==> src/rtl/seq_det_pkg.sv <==
// Shared constants and types for the time-multiplexed sequence detector.
// Channel state is sized for the largest supported pattern so that one
// struct type serves every PW instance; bits above PW stay at zero.
package seq_det_pkg;

  localparam int NCH_DEF = 4;   // default number of serial channels
  localparam int PW_DEF  = 8;   // default maximum pattern width
  localparam int PW_MAX  = 16;  // largest supported pattern width
  localparam int FW      = 5;   // fill-count width, holds 0..PW_MAX

  // Per-channel match history: shift register and saturating fill count.
  typedef struct packed {
    logic [PW_MAX-1:0] h;
    logic [FW-1:0]     f;
  } ch_state_t;

  // Mask with the low n bits set (n may equal PW_MAX).
  function automatic logic [PW_MAX-1:0] low_mask(input logic [FW-1:0] n);
    if (n >= FW'(PW_MAX)) begin
      low_mask = '1;
    end else begin
      low_mask = (PW_MAX'(1) << n) - PW_MAX'(1);
    end
  endfunction

endpackage

==> src/rtl/seq_match_engine.sv <==
// Combinational single-bit step of a Mealy sequence detector. Takes one
// channel's stored history plus the incoming bit and returns the history
// to store back and whether this bit completed a match.
module seq_match_engine
  import seq_det_pkg::*;
#(
  parameter int PW = PW_DEF
) (
  input  logic [PW_MAX-1:0] h_i,
  input  logic [FW-1:0]     f_i,
  input  logic              b_i,
  input  logic [PW_MAX-1:0] pattern_i,
  input  logic [FW-1:0]     len_i,
  input  logic              overlap_i,
  output logic [PW_MAX-1:0] h_o,
  output logic [FW-1:0]     f_o,
  output logic              match_o
);

  logic [PW_MAX-1:0] hist_mask;
  logic [PW_MAX-1:0] len_mask;
  logic [PW_MAX-1:0] h_shift;
  logic [FW-1:0]     f_inc;

  // Shift in the new bit, saturate the fill count, compare the newest len bits.
  always_comb begin
    hist_mask = low_mask(FW'(PW));
    len_mask  = low_mask(len_i);
    h_shift   = ((h_i << 1) | PW_MAX'(b_i)) & hist_mask;
    f_inc     = (f_i >= FW'(PW)) ? FW'(PW) : f_i + 1'b1;
    match_o   = (len_i != '0) && (f_inc >= len_i) &&
                ((h_shift & len_mask) == (pattern_i & len_mask));
    if (match_o && !overlap_i) begin
      // Non-overlapping: the matched bits may not seed the next match.
      h_o = '0;
      f_o = '0;
    end else begin
      h_o = h_shift;
      f_o = f_inc;
    end
  end

endmodule

==> src/rtl/seq_det_scheduler.sv <==
// Round-robin scheduler sharing one match engine across NCH serial channels.
// Each channel keeps its own history, so it behaves like a private detector.
// One bit is consumed per cycle; match reporting is registered.
module seq_det_scheduler
  import seq_det_pkg::*;
#(
  parameter int NCH = NCH_DEF,
  parameter int PW  = PW_DEF
) (
  input  logic                     clk,
  input  logic                     rst_n,
  input  logic                     cfg_we,
  input  logic [PW-1:0]            cfg_pattern,
  input  logic [$clog2(PW+1)-1:0]  cfg_len,
  input  logic                     cfg_overlap,
  input  logic [NCH-1:0]           ch_valid,
  input  logic [NCH-1:0]           ch_bit,
  output logic [NCH-1:0]           ch_ready,
  output logic                     match_valid,
  output logic [$clog2(NCH)-1:0]   match_ch,
  output logic [15:0]              match_total
);

  localparam int CW = $clog2(NCH);

  // Configuration registers
  logic [PW-1:0]  pattern_q;
  logic [FW-1:0]  len_q;
  logic           overlap_q;

  // Arbiter and per-channel state
  logic [CW-1:0]  ptr_q;
  ch_state_t      state_q [NCH];

  // Output registers
  logic           match_valid_q;
  logic [CW-1:0]  match_ch_q;
  logic [15:0]    match_total_q;

  // Combinational helpers
  logic           grant_any;
  logic [CW-1:0]  grant_idx;
  logic [CW-1:0]  ptr_d;
  logic [FW-1:0]  len_d;
  logic           fire;
  logic           grant_bit;
  ch_state_t      cur_state;
  logic [PW_MAX-1:0] eng_h;
  logic [FW-1:0]     eng_f;
  logic              eng_match;

  // Clamp the requested pattern length to the supported width.
  always_comb begin
    len_d = (FW'(cfg_len) > FW'(PW)) ? FW'(PW) : FW'(cfg_len);
  end

  // Round-robin search: first valid channel at or above the pointer, wrapping.
  always_comb begin
    grant_any = 1'b0;
    grant_idx = '0;
    for (int k = 0; k < NCH; k++) begin
      if (!grant_any && ch_valid[(int'(ptr_q) + k) % NCH]) begin
        grant_any = 1'b1;
        grant_idx = CW'((int'(ptr_q) + k) % NCH);
      end
    end
  end

  // A config write blocks consumption for that cycle.
  assign fire      = grant_any && !cfg_we;
  assign grant_bit = ch_bit[grant_idx];
  assign cur_state = state_q[grant_idx];
  assign ptr_d     = (grant_idx == CW'(NCH - 1)) ? '0 : grant_idx + 1'b1;

  // One-hot ready, held low during reset and config writes.
  genvar gi;
  generate
    for (gi = 0; gi < NCH; gi++) begin : g_ready
      assign ch_ready[gi] = rst_n && fire && (grant_idx == CW'(gi));
    end
  endgenerate

  seq_match_engine #(
    .PW (PW)
  ) u_engine (
    .h_i       (cur_state.h),
    .f_i       (cur_state.f),
    .b_i       (grant_bit),
    .pattern_i (PW_MAX'(pattern_q)),
    .len_i     (len_q),
    .overlap_i (overlap_q),
    .h_o       (eng_h),
    .f_o       (eng_f),
    .match_o   (eng_match)
  );

  // Config load, history update, arbitration pointer and match reporting.
  always_ff @(posedge clk or negedge rst_n) begin
    if (!rst_n) begin
      pattern_q     <= '0;
      len_q         <= '0;
      overlap_q     <= 1'b0;
      ptr_q         <= '0;
      for (int i = 0; i < NCH; i++) begin
        state_q[i] <= '0;
      end
      match_valid_q <= 1'b0;
      match_ch_q    <= '0;
      match_total_q <= '0;
    end else if (cfg_we) begin
      // New config starts every channel from a clean history; pointer kept.
      pattern_q     <= cfg_pattern;
      len_q         <= len_d;
      overlap_q     <= cfg_overlap;
      for (int i = 0; i < NCH; i++) begin
        state_q[i] <= '0;
      end
      match_valid_q <= 1'b0;
      match_total_q <= '0;
    end else if (fire) begin
      state_q[grant_idx].h <= eng_h;
      state_q[grant_idx].f <= eng_f;
      ptr_q                <= ptr_d;
      match_valid_q        <= eng_match;
      if (eng_match) begin
        match_ch_q <= grant_idx;
        if (match_total_q != 16'hFFFF) begin
          match_total_q <= match_total_q + 16'd1;
        end
      end
    end else begin
      match_valid_q <= 1'b0;
    end
  end

  assign match_valid = match_valid_q;
  assign match_ch    = match_ch_q;
  assign match_total = match_total_q;

endmodule

==> config.mk <==
export PLATFORM = sky130hd
export DESIGN_NAME = seq_det_scheduler
export DESIGN_NICKNAME = d
export VERILOG_FILES = /design/src/rtl/seq_det_pkg.sv /design/src/rtl/seq_match_engine.sv /design/src/rtl/seq_det_scheduler.sv
export SDC_FILE = /design/constraint.sdc
export NUM_CORES = 1
export LEC_CHECK = 0
export ABC_AREA = 1
export BUFFER_PORTS_ARGS = -buffer_cell sky130_fd_sc_hd__clkbuf_2
export CAP_MARGIN = 25
export CORE_AREA = 2 2 116 118
export DETAILED_ROUTE_END_ITERATION = 16
export DIE_AREA = 0 0 118 120
export PLACE_DENSITY = 0.59
export SYNTH_ARGS = -nofsm -noshare
export SYNTH_HDL_FRONTEND = slang
export SYNTH_SLANG_ARGS = --single-unit
export TNS_END_PERCENT = 10
==> constraint.sdc <==
create_clock -name clk -period 6.8 [get_ports clk]
set_clock_uncertainty 0.1 [all_clocks]
set_input_delay 1.02 -clock clk [delete_from_list [all_inputs] [get_ports clk]]
set_output_delay 1.02 -clock clk [all_outputs]
set_load 0.1 [all_outputs]
# Word level (Yosys, flattened, before mapping)
# Index checks and enable logic that the tools add are counted.
[word_totals]
reg_bits = 119
inputBits = 24
out_inout_bits = 23
[classes]
add_sub_neg = 7
n_lt_le_gt_ge = 11
eq_ne = 5
shift = 1
n_mux = 44
bitwise = 8
reduce_logical = 29
[op_table]
columns = ["op", "n"]
rows = [
  ["84-bit bitwise mux", 2],
  ["84-bit two-way mux", 2],
  ["21-bit demux with 2-bit select", 2],
  ["16-bit two-way mux", 5],
  ["21-bit binary-select mux with 2-bit select", 1],
  ["8-bit by 16-bit AND with 16-bit output", 2],
  ["12-bit two-way mux", 2],
  ["21-bit two-way mux", 1],
  ["16-bit by 1-bit adder with 16-bit output (second input constant)", 1],
  ["16-bit equality test", 1],
  ["16-bit != test (second input constant)", 1],
  ["1-bit by 5-bit << shifter with 16-bit output (first input constant)", 1],
  ["16-bit by 2-bit subtractor with 16-bit output (second input constant)", 1],
  ["5-bit two-way mux", 3],
  ["1-bit two-way mux", 14],
  ["1-bit logical AND", 13],
  ["3-bit by 4-bit less-than comparator with 1-bit output (second input constant)", 3],
  ["1-bit binary-select mux with 2-bit select", 5],
  ["2-bit two-way mux", 5],
  ["8-bit two-way mux", 1],
  ["8-bit by 1-bit OR with 8-bit output", 1],
  ["2-bit by 3-bit less-than comparator with 1-bit output (second input constant)", 2],
  ["3-bit AND reduction", 2],
  ["2-bit nonzero test", 3],
  ["other kinds (20)", 31],
]

# Longest topological paths before layout
# Gate-level depths: netlist (run 1).
[logic_depth]
ltp_word = 29
ltp_mapped = 33

# Modules after synthesis
# From an unflattened synthesis (run 1), not the netlist that was laid out.
[hier_totals]
cells_unflattened = 1106
area_unflattened_um2 = 7484.7
[modules_own_cells]
columns = ["module", "instances", "cells_per_inst", "area_each_um2", "seq_area_each_um2"]
rows = [
  ["seq_det_scheduler", 1, 910, 6480.0, 2952.8],
  ["seq_match_engine", 1, 196, 1004.7, 0.0],
]

# Least setup slack after synthesis (run 1)
# OpenSTA, ideal clock, no wires.
[synth_path]
path_kind = "input-to-output"
start = "input ch_valid[3]"
end = "output ch_ready[1]"
t_arrival_ps = 4290
required_ps = 5680
slack_ps = 1390
stages = 12
n_path_buf = 2
cell_sequence = "inv_1 nand2_1 nand3_1 nand2_2 nor2_4 nand4_1 nand2_2 buf_4 buf_4 ha_1 nand2_1 nor3_1"
[synth_between]
elab_chain_len = 15
[synth_lines]
columns = ["item", "line", "source"]
rows = [
  ["start: declaration", "seq_det_scheduler.sv:16", "input logic [NCH-1:0] ch_valid,"],
  ["1-bit binary-select mux with 2-bit select", "seq_det_scheduler.sv:62", "if (!grant_any && ch_valid[(int'(ptr_q) + k) % NCH]) begin"],
  ["1-bit two-way mux (not written as such)", "seq_det_scheduler.sv:62", ""],
  ["1-bit two-way mux", "seq_det_scheduler.sv:62", ""],
  ["1-bit zero test", "seq_det_scheduler.sv:62", ""],
  ["1-bit logical AND", "seq_det_scheduler.sv:62", ""],
  ["1-bit two-way mux", "seq_det_scheduler.sv:62", ""],
  ["1-bit zero test", "seq_det_scheduler.sv:62", ""],
  ["1-bit logical AND", "seq_det_scheduler.sv:62", ""],
  ["1-bit two-way mux", "seq_det_scheduler.sv:62", ""],
  ["1-bit zero test", "seq_det_scheduler.sv:62", ""],
  ["1-bit logical AND", "seq_det_scheduler.sv:62", ""],
  ["1-bit two-way mux", "seq_det_scheduler.sv:62", ""],
  ["1-bit logical AND", "seq_det_scheduler.sv:70", "assign fire = grant_any && !cfg_we;"],
  ["1-bit logical AND", "seq_det_scheduler.sv:79", "assign ch_ready[gi] = rst_n && fire && (grant_idx == CW'(gi));"],
  ["1-bit logical AND *", "seq_det_scheduler.sv:79", ""],
  ["end: declaration", "seq_det_scheduler.sv:18", "output logic [NCH-1:0] ch_ready,"],
]
# Every way passes the cells marked *; elsewhere a longest branch is shown, timed or not. The select of a mux whose other input is x is not followed.

# Worst setup path after layout (run 1)
[layout_path]
start = "input ch_valid[3]"
end = "register state_q[22] (netlist bit)"
[layout_between]
elab_chain_len = 26
[layout_lines]
columns = ["item", "line", "source"]
rows = [
  ["1-bit binary-select mux with 2-bit select", "seq_det_scheduler.sv:62", ""],
  ["1-bit two-way mux (not written as such)", "seq_det_scheduler.sv:62", ""],
  ["1-bit two-way mux", "seq_det_scheduler.sv:62", ""],
  ["1-bit zero test", "seq_det_scheduler.sv:62", ""],
  ["1-bit logical AND", "seq_det_scheduler.sv:62", ""],
  ["1-bit two-way mux", "seq_det_scheduler.sv:62", ""],
  ["1-bit zero test", "seq_det_scheduler.sv:62", ""],
  ["1-bit logical AND", "seq_det_scheduler.sv:62", ""],
  ["[... 9 more ...]", "n/a", ""],
  ["5-bit two-way mux", "seq_match_engine.sv:30", "f_inc = (f_i >= FW'(PW)) ? FW'(PW) : f_i + 1'b1;"],
  ["5-bit >= comparator", "seq_match_engine.sv:31", "match_o = (len_i != '0) && (f_inc >= len_i) &&"],
  ["1-bit logical AND (2 in a row)", "seq_match_engine.sv:31", ""],
  ["1-bit logical AND", "seq_match_engine.sv:33", "if (match_o && !overlap_i) begin"],
  ["5-bit two-way mux", "seq_match_engine.sv:33", ""],
  ["84-bit bitwise mux", "seq_det_scheduler.sv:122", "state_q[grant_idx].f <= eng_f;"],
  ["84-bit two-way mux", "seq_det_scheduler.sv:120", "end else if (fire) begin"],
  ["84-bit two-way mux", "seq_det_scheduler.sv:110", "end else if (cfg_we) begin"],
  ["end: declaration", "seq_det_scheduler.sv:33", "ch_state_t state_q [NCH];"],
]
# Parallel ways exist; a longest one is shown, timed or not. The select of a mux whose other input is x is not followed.
# A chain may end at the register's enable or synchronous reset.

==> impl_metrics.csv, run 1 <==
group,metric,value,unit
synth,synth_top_family_by_area,"simple AND/OR/NAND/NOR gates",
timing,report.final.slew_viol_count,0,
hold_path,hold_path_class,"reg2reg",
synth,syn_nets,746,
synth,ys_ff_latch,82,
final_layout,fillers,1363,
floorplan,fp.dieW,118,µm
synth,synthAdderAreaFrac,2.98,%
synth,synth_compound_area_share,4.62,%
place,dp_hpwl,9.61,mm
synth,avgSynthCellArea,7.09,µm²
clock_network,ctsHoldBuffers,0,
hold_path,min_to,"state_q[72]$_DFFE_PN0P_",
drt,num_vias,4834,
clock_network,cts_root_buffer,"clkbuf_16",
grt,grt_pass1_wl,23.2,mm
drt,drt_iter0_markers,316,
synth,synth_area_leaders,"dfrtp_1 41%, nand2_1 19%, nand3_1 11%",
run,maxCapViolations,0,
floorplan,die_h,120,µm
hold_path,hp-start,"state_q[72]$_DFFE_PN0P_",
floorplan,start_util,38.8,%
power_and_ir_drop,p_comb_share,59.9,%
grt,grt_pass1_vias,4550,
worst_setup_path,reg2regPathDepth,26,
place,gp_congestion,0.848,
floorplan,core_area,13000,µm²
timing,max_freq,0.189,GHz
worst_setup_path,crit_arrival,5.43,ns
synth,synth_top_area_share,40.7,%
floorplan,ios,47,
clock_network,numClockSinks,82,
worst_setup_path,worst_r2r_endpoint,"state_q[22]$_DFFE_PN0P_",
drt,drtAntennaViolNets,0,
grt,antenna_found_initial,0,
drt,wl_per_cell,15.2,µm
clock_network,path_clk_slew,0.06,ns
worst_setup_path,cp_max_fo,44,
clock_network,cts_resized,0,
worst_setup_path,worstSetupPathType,"in2reg",
power_and_ir_drop,powerDensity,524,nW/µm²
timing,final.period_utilization,77.9,%
timing,fin_tns_setup,0,ns
clock_network,tritoncts,"done",
place,portBuffers,46,
drt,routed_wl,14.0,mm
grt,grt_usage,20.6,%
drt,drc_errors,0,
drt,dr.pass1.iters,6,
worst_setup_path,endpoint_kind,"register",
synth,synth_mux_area_share,0,%
drt,via_per_inst,5.25,
synth,synth_xor_area_share,2.26,%
clock_network,worstSkewPairLatency,0.35,ns
synth,yosysTopAreaCell,"dfrtp_1",
clock_network,htreeDepth,3,
worst_setup_path,critPathLaunchType,"input port",
power_and_ir_drop,p_clk_share,19.5,%
final_layout,fin_cells,921,
timing,setup_viol,0,
timing,tightestPinTransition,1.04,ns
synth,ys_types,36,
floorplan,die_area,14200,µm²
timing,timing.hold.ws,0.379,ns
timing,hold_viol_final,0,
final_layout,diodes,0,
hold_path,min_path_cells,2,
final_layout,drive_above_1_share,11.7,%
synth,yosys.area_share.simple,41.1,%
place,dp.cells,904,
worst_setup_path,r2r_setup_slack,1.63,ns
power_and_ir_drop,p_leak,3.04,nW
clock_network,numCtsBuffers,9,
grt,grt_max_degree,52,
synth,syn_inst,710,
clock_network,cts_setup_buffers,0,
power_and_ir_drop,netSwitchingFraction,53.1,%
synth,netlist_area,5040,µm²
timing,period_minus_slack,5.30,ns
grt,overflow,0,
worst_setup_path,rr_startpoint,"ptr_q[0]$_DFFE_PN0P_",
power_and_ir_drop,p_int,1.40,mW
synth,ys_seq_area_share,40.7,%
synth,yosysWarnings,0,
floorplan,fp-row-count,42,
final_layout,nNetsFinal,776,
worst_setup_path,critPathLaunch,"ch_valid[3]",
timing,slew_headroom,30.3,%
timing,rsz0062_at_grt,"false",
power_and_ir_drop,switching_power,1.59,mW
outcome,status,"finished clean",
power_and_ir_drop,seq_power_share,20.6,%
clock_network,clockBufferDepth,2,
power_and_ir_drop,peakVddDrop,0.367,mV
final_layout,syn2layout_area_growth,13.3,%
worst_setup_path,required,6.93,ns
worst max-delay path, cell delays in order:
cell and delay (ns):
clkbuf_2 0.09, inv_1 0.06, nand2_1 0.07, nand3_1 0.14, nand2_2 0.10, nor2_4 0.16
nand3_4 0.29, nand3_4 0.43, nand2_1 0.12, a32oi_1 0.34, inv_1 0.08, ha_1 0.29
inv_1 0.06, nor2_2 0.06, ha_1 0.27, a21oi_1 0.06, o21bai_1 0.12, a21oi_1 0.07
a21oi_1 0.13, nand2_1 0.07, nor2_1 0.08, nand2_1 0.08, nor2_4 0.14, nand3_2 0.68
nand3_1 0.29, nand2_1 0.09
metal layers:
layer,global-route usage [%],share of wire [%]
met1,28.2,47
met2,32.1,45
met3,4.13,6.1
met4,7.91,2.2
met5,0,0
placed cells by master (no fill, tap or decap), types with 2 or more instances in the layout:
cell type / netlist / final
a21oi_1: 14 / 14
a32oi_1: 2 / 2
buf_4: 4 / 5
bufinv_16: 0 / 3
clkbuf_16: 0 / 9
clkbuf_2: 0 / 45
clkbuf_8: 0 / 2
dfrtp_1: 82 / 82
ha_1: 12 / 12
inv_1: 64 / 64
inv_2: 2 / 2
nand2_1: 261 / 261
nand2_2: 7 / 7
nand3_1: 107 / 107
nand3_2: 2 / 2
nand3_4: 3 / 3
nand3b_1: 2 / 2
nand4_1: 19 / 19
nor2_1: 41 / 41
nor2_2: 2 / 2
nor2_4: 4 / 4
nor3_1: 12 / 12
nor3b_1: 2 / 2
o21ai_0: 16 / 16
o21ai_1: 2 / 2
o31ai_1: 2 / 2
xnor2_1: 3 / 3
xor2_1: 10 / 10
how the worst max path moves through the flow:
stage | end | depth (start not counted)
after floorplan | ch_ready[1] | 12
after global placement | state_q[3]$_DFFE_PN0P_ | 26
after detailed placement | state_q[22]$_DFFE_PN0P_ | 26
after CTS | state_q[22]$_DFFE_PN0P_ | 26
after global routing | state_q[66]$_DFFE_PN0P_ | 26
final | state_q[22]$_DFFE_PN0P_ | 26
sequential cells by signal (all words and copies together) (netlist names):
register	cells
match_total	16
match_ch	2
pattern_q	8
overlap_q	1
match_valid	1
ptr_q	2
state_q	48
len_q	4
synthesized netlist by cell type (all sizes together):
cell type / number
nand2: 269
nand3: 112
dfrtp: 82
inv: 67
nor2: 47
buf: 20
nand4: 19
o21ai: 18
a21oi: 14
ha: 12
nor3: 12
clkbuf: 11
xor2: 10
xnor2: 3
a32oi: 2
nand3b: 2
nor3b: 2
o31ai: 2
a211oi: 1
a22o: 1
nor4: 1
o21a: 1
o21bai: 1
o41ai: 1
final cells by class:
type	instances	area [µm²]	share of cell area [%]
Clock inverter	4	97.6	1.71
Inverter	67	254	4.45
Sequential cell	82	2050	35.9
Clock buffer	12	256	4.49
Tap cell	176	220	3.86
Multi-Input combinational cell	530	2570	44.9
Timing Repair Buffer	50	263	4.60
stage by stage:
step	utilization [%]	setup slack [ns]	power, mW	area, µm²
after detailed placement	41.2	1.15	2.39	5350
after CTS	43.9	1.54	2.99	5700
after floorplan	-	1.39	2.00	5040
after global routing	44.0	0.896	3.23	5710
final	44.0	1.50	2.99	5710
after global placement	41.2	1.26	2.38	5350
kinds of logic after synthesis:
family / Yosys count
AND/OR/NAND/NOR: 464
buffers and inverters: 98
flip-flops: 82
AO/OA/AOI/OAI: 41
XOR/XNOR: 13
adder cells (fa/ha/maj): 12
power by group through the flow:
stage / Clock [mW] / Combinational, mW / Sequential (mW)
6_report: 0.584 / 1.79 / 0.617
5_1_grt: 0.611 / 1.99 / 0.626
4_1_cts: 0.594 / 1.78 / 0.616
3_5_place_dp: 0 / 1.77 / 0.623
3_3_place_gp: 0 / 1.76 / 0.622
2_1_floorplan: 0 / 1.32 / 0.676
Note: power is estimated with default switching activity, not from simulation.
==> run 2, diff against run 1 <==
==> constraint.sdc (replaced) <==
create_clock -name clk -period 5.4 [get_ports clk]
set_clock_uncertainty 0.1 [all_clocks]
set_input_delay 0.81 -clock clk [delete_from_list [all_inputs] [get_ports clk]]
set_output_delay 0.81 -clock clk [all_outputs]
set_load 0.1 [all_outputs]
==> run 2 against run 1 <==
Against the previous run:
- first-iteration DRC count rose by 45%
- cell area fell by 0.13%
- sequential power rose by 26%
- via count fell by 1.2%
- flip-flop and latch count did not move
- clock power rose by 13%
- critical path type is now reg2reg
- highest routed layer unchanged
==> impl_metrics.csv, run 2 (same netlist as run 1, synthesis figures left out) <==
group,metric,value,unit
grt,use_met1,28.0,%
grt,grt_use_met3,5.70,%
drt,num_vias,4778,
clock_network,numClockSinks,82,
drt,drc_errors,0,
clock_network,path_clk_slew,0.06,ns
final_layout,fillers,1360,
timing,slew_headroom,32.0,%
drt,wl_per_cell,15.1,µm
run,maxCapViolations,0,
worst_setup_path,endpoint_kind,"register",
grt,busiest_layer,"met2",
timing,fin_tns_setup,0,ns
floorplan,core_area,13000,µm²
final_layout,drive_above_1_share,11.9,%
timing,setup_viol,0,
place,dp_slack,0.548,ns
clock_network,tritoncts,"done",
place,gp_congestion,0.861,
final_layout,fin_cells,924,
power_and_ir_drop,switching_power,2.00,mW
final_layout,nNetsFinal,779,
final_layout,diodes,0,
final_layout,final_common_cell,"nand2_1",
clock_network,clockBufferDepth,2,
clock_network,worstSkewPairLatency,0.34,ns
clock_network,numCtsBuffers,9,
power_and_ir_drop,p_int,1.71,mW
timing,rsz0062_at_grt,"false",
timing,max_freq,0.217,GHz
final_layout,largest_register,"state_q",
grt,grt_pass1_wl,22.9,mm
timing,report.final.slew_viol_count,0,
place,portBuffers,46,
grt,use_met2,31.5,%
place,dp.cells,907,
worst_setup_path,cp_max_fo,28,
final_layout,layout_common_cells,"261 x nand2_1, 107 x nand3_1, 82 x dfrtp_1, 64 x inv_1, 45 x clkbuf_2",
hold_path,hold_path_class,"in2async",
timing,tightestPinTransition,1.02,ns
grt,grt_max_degree,46,
clock_network,ctsHoldBuffers,0,
clock_network,cts_resized,0,
floorplan,die_h,120,µm
floorplan,die_area,14200,µm²
final_layout,syn2layout_area_growth,13.2,%
power_and_ir_drop,p_total,3.72,mW
drt,via_per_inst,5.17,
power_and_ir_drop,p_clk_share,17.7,%
worst_setup_path,worstSetupPathType,"reg2reg",
grt,grt_pass1_vias,4504,
grt,grt_usage,20.5,%
timing,setup_ws,0.788,ns
drt,drtAntennaViolNets,0,
grt,overflow,0,
worst_setup_path,crit_arrival,4.80,ns
clock_network,cts_setup_buffers,0,
power_and_ir_drop,seq_power_share,20.9,%
drt,dr.pass1.iters,5,
final_layout,largest_reg_flops,48,
floorplan,start_util,38.8,%
power_and_ir_drop,p_leak,3.04,nW
grt,antenna_found_initial,0,
outcome,status,"finished clean",
floorplan,fp-row-count,42,
power_and_ir_drop,peakVddDrop,0.412,mV
worst_setup_path,required,5.58,ns
drt,routed_wl,13.9,mm
timing,period_minus_slack,4.61,ns
floorplan,ios,47,
clock_network,cts_root_buffer,"clkbuf_16",
power_and_ir_drop,netSwitchingFraction,53.9,%
worst_setup_path,critPathLaunchType,"register",
timing,hold_viol_final,0,
clock_network,htreeDepth,3,
power_and_ir_drop,p_comb_share,61.4,%
final_layout,utilization,43.9,%
drt,drt_iter0_markers,457,
timing,final.period_utilization,85.4,%
floorplan,fp.dieW,118,µm
place,dp_hpwl,9.66,mm
power_and_ir_drop,powerDensity,652,nW/µm²
run 2: changes by cell type in the layout (fill, tap and decap cells not counted), sizes merged:
| cell | delta |
|---|---|
| buf | +3 |
| bufinv | -1 |
| clkbuf | -1 |
| clkinv | +3 |
| clkinvlp | -1 |
run 2: layer usage:
| layer | vias to the layer above | routed length (µm) |
|---|---|---|
| met3 | 17 | 895 |
| met1 | 2259 | 6400 |
| met5 | - | 0 |
| met4 | 0 | 262 |
| met2 | 159 | 6380 |
| li1 | 2343 | - |
run 2: path summary, 6_finish.rpt:
| check | start | end | slack, ns | depth (start not counted) |
|---|---|---|---|---|
| min in group clk | state_q[53]$_DFFE_PN0P_ | state_q[53]$_DFFE_PN0P_ | 0.38 | 2 |
| setup reg to reg | ptr_q[0]$_DFFE_PN0P_ | match_total[13]$_DFFE_PN0P_ | 0.79 | 27 |
| hold / removal | rst_n | state_q[7]$_DFFE_PN0P_ | 0.37 | 1 |
| setup / recovery | ptr_q[0]$_DFFE_PN0P_ | match_total[13]$_DFFE_PN0P_ | 0.79 | 27 |
| hold reg to reg | state_q[53]$_DFFE_PN0P_ | state_q[53]$_DFFE_PN0P_ | 0.38 | 2 |
| max in group asynchronous | rst_n | ptr_q[1]$_DFFE_PN0P_ | 3.86 | 2 |
run 2: stage by stage:
stage | hold WS (ns) | cell area (µm²)
detailed placement | 0.366 | 5380
CTS | 0.382 | 5690
global placement | 0.362 | 5380
finish | 0.374 | 5700
global route | 0.400 | 5700
floorplan | 0.349 | 5040
run 2: final cells by class:
class / instances / area (µm²) / share of cell area, %
Timing Repair Buffer: 53 / 298 / 5.22
Multi-Input combinational cell: 530 / 2570 / 45.0
Tap cell: 176 / 220 / 3.86
Sequential cell: 82 / 2050 / 36.0
Inverter: 67 / 254 / 4.45
Clock inverter: 5 / 78.8 / 1.38
Clock buffer: 11 / 233 / 4.08
run 2: power groups by stage:
| stage | logic (mW) | clock network [mW] | registers [mW] |
|---|---|---|---|
| after floorplan | 1.67 | 0 | 0.852 |
| after global placement | 2.22 | 0 | 0.784 |
| after detailed placement | 2.25 | 0 | 0.783 |
| after CTS | 2.27 | 0.669 | 0.773 |
| after global routing | 2.55 | 0.694 | 0.786 |
| final | 2.28 | 0.658 | 0.775 |
run 2: critical path: stages (launching register included):
cell      delay, ns
dfrtp_1        0.55
inv_4          0.11
nand2_1        0.09
nand2_2        0.09
nand2_1        0.10
nand2_2        0.07
nor2_4         0.13
nand3_4        0.27
nand3_4        0.39
nand2_1        0.09
a32oi_1        0.37
inv_1          0.08
ha_1           0.28
inv_1          0.04
nor2_2         0.19
ha_1           0.19
a21oi_1        0.05
o21bai_1       0.13
a21oi_1        0.08
a21oi_1        0.15
nand2_1        0.07
nor2_1         0.08
nand2_1        0.08
nor2_4         0.14
nand3_4        0.22
nand2_4        0.24
nand2_1        0.08
nand2_1        0.07
==> run 3, diff against run 2 <==
--- a/config.mk
+++ b/config.mk
@@ -8,11 +8,12 @@
 export ABC_AREA = 1
 export BUFFER_PORTS_ARGS = -buffer_cell sky130_fd_sc_hd__clkbuf_2
 export CAP_MARGIN = 25
-export CORE_AREA = 2 2 116 118
+export CORE_AREA = 2 2 140 142
 export DETAILED_ROUTE_END_ITERATION = 16
-export DIE_AREA = 0 0 118 120
+export DIE_AREA = 0 0 142 144
 export PLACE_DENSITY = 0.59
 export SYNTH_ARGS = -nofsm -noshare
 export SYNTH_HDL_FRONTEND = slang
+export SYNTH_HIERARCHICAL = 1
 export SYNTH_SLANG_ARGS = --single-unit
 export TNS_END_PERCENT = 10
==> run 3 against run 2 <==
Against the previous run:
- routed wire length up 9.9%
- worst hold slack worse by 0.080 ns
- critical path depth up 2
- critical path type unchanged
==> impl_metrics.csv, run 3 <==
group,metric,value,unit
timing,max_freq,0.230,GHz
final_layout,nNetsFinal,906,
timing,slew_headroom,45.9,%
timing,report.final.slew_viol_count,0,
worst_setup_path,cpMostUsedCell,"nand2_1",
timing,period_minus_slack,4.34,ns
drt,drc_errors,0,
synth,netlist_area,5650,µm²
floorplan,core_area,19100,µm²
final_layout,largest_register,"state_q",
synth,syn_inst,855,
timing,hold_viol_final,0,
drt,via_per_inst,4.67,
timing,tightestPinTransition,0.811,ns
grt,grt_max_degree,75,
place,dp_slack,0.883,ns
floorplan,die_area,20400,µm²
worst_setup_path,slowest_delay,0.58,ns
floorplan,start_util,29.6,%
clock_network,clockBufferDepth,2,
timing,setup_ws,1.06,ns
power_and_ir_drop,powerDensity,566,nW/µm²
final_layout,syn2layout_area_growth,10.8,%
drt,wl_per_cell,13.8,µm
power_and_ir_drop,p_leak,3.46,nW
clock_network,cts_resized,0,
place,portBuffers,46,
clock_network,worstSkewPairLatency,0.35,ns
drt,drt_iter0_markers,404,
worst_setup_path,critPathLaunchType,"register",
floorplan,fp-row-count,51,
worst_setup_path,cp_max_fo,26,
grt,grt_usage,15.9,%
synth,yosysWarnings,6,
floorplan,ios,47,
clock_network,numCtsBuffers,9,
floorplan,fp.dieW,142,µm
final_layout,drive_above_1_share,12.9,%
worst_setup_path,worstSetupPathType,"reg2reg",
final_layout,largest_reg_flops,48,
clock_network,path_clk_slew,0.06,ns
final_layout,layout_common_cells,"300 x nand2_1, 128 x nand3_1, 93 x inv_1, 82 x dfrtp_1, 59 x nor2_1",
clock_network,ctsHoldBuffers,0,
place,dp_hpwl,10.3,mm
floorplan,die_h,144,µm
grt,overflow,0,
clock_network,cts_root_buffer,"clkbuf_16",
final_layout,final_common_cell,"nand2_1",
final_layout,fillers,2060,
outcome,status,"finished clean",
drt,dr.pass1.iters,5,
clock_network,numClockSinks,82,
grt,grt_pass1_vias,5067,
clock_network,htreeDepth,3,
power_and_ir_drop,peakVddDrop,0.299,mV
run,maxCapViolations,0,
worst_setup_path,cpMaxStageDelayCell,"dfrtp_1",
drt,routed_wl,15.3,mm
timing,setup_viol,0,
worst_setup_path,reg2regPathDepth,29,
worst_setup_path,crit_arrival,4.52,ns
grt,antenna_found_initial,0,
grt,grt_pass1_wl,25.8,mm
clock_network,tritoncts,"done",
hold_path,hold_path_class,"in2async",
worst_setup_path,required,5.58,ns
timing,rsz0062_at_grt,"false",
place,gp_congestion,0.840,
final_layout,diodes,0,
clock_network,cts_setup_buffers,0,
worst_setup_path,endpoint_kind,"register",
drt,num_vias,5202,
synth,avgSynthCellArea,6.60,µm²
power_and_ir_drop,p_total,3.54,mW
timing,final.period_utilization,80.4,%
drt,drtAntennaViolNets,0,
timing,fin_tns_setup,0,ns
## run 3: metrics by stage
step / instance area, µm² / utilization [%] / instances / hold slack [ns]
after CTS: 6260 / 32.8 / 1114 / 0.298
after global routing: 6260 / 32.8 / 1114 / 0.314
after floorplan: 5680 / - / 864 / 0.342
after global placement: 5950 / 31.2 / 1099 / 0.386
after detailed placement: 5950 / 31.2 / 1099 / 0.385
final: 6260 / 32.8 / 1114 / 0.294
## run 3: where the power goes
part / switching (mW) / internal [mW] / total (mW)
logic: 1.52 / 0.565 / 2.08
registers: 0.0800 / 0.741 / 0.821
clock network: 0.243 / 0.393 / 0.636
## run 3: routing by layer
layer	routed length, µm	share of wire, %	up-vias	global-route usage [%]
met5	0	0	-	0
met4	191	1.2	0	4.21
met3	581	3.8	15	3.58
met2	6910	45	103	25.1
met1	7640	50	2409	22.0
li1	-	-	2675	-
## run 3: area by class of cell
class | count | area (µm²) | share of cell area, %
Inverter | 110 | 413 | 6.60
Timing Repair Buffer | 53 | 285 | 4.56
Sequential cell | 82 | 2050 | 32.8
Clock buffer | 13 | 270 | 4.32
Multi-Input combinational cell | 616 | 2900 | 46.4
Tap cell | 238 | 298 | 4.76
Clock inverter | 2 | 35.0 | 0.560
## run 3: path summary, 6_finish.rpt
kind / endpoint / slack, ns / from
min in group clk: state_q[27]$_DFFE_PN0P_ / 0.40 / state_q[27]$_DFFE_PN0P_
hold reg to reg: state_q[27]$_DFFE_PN0P_ / 0.40 / state_q[27]$_DFFE_PN0P_
max in group asynchronous: pattern_q[1]$_DFFE_PN0P_ / 3.85 / rst_n
hold / removal: match_total[11]$_DFFE_PN0P_ / 0.29 / rst_n
setup / recovery: match_total[1]$_DFFE_PN0P_ / 1.06 / ptr_q[0]$_DFFE_PN0P_
setup reg to reg: match_total[1]$_DFFE_PN0P_ / 1.06 / ptr_q[0]$_DFFE_PN0P_
## run 3: worst max-delay path: cells and delay by family, from the launching register on
| family | cells | cell delay [ns] |
|---|---|---|
| and+or+nand+nor | 21 | 2.29 |
| buffers and inverters | 5 | 0.62 |
| DFF | 1 | 0.58 |
| adders and majority gates | 2 | 0.57 |
| AOI/OAI and AO/OA | 1 | 0.09 |
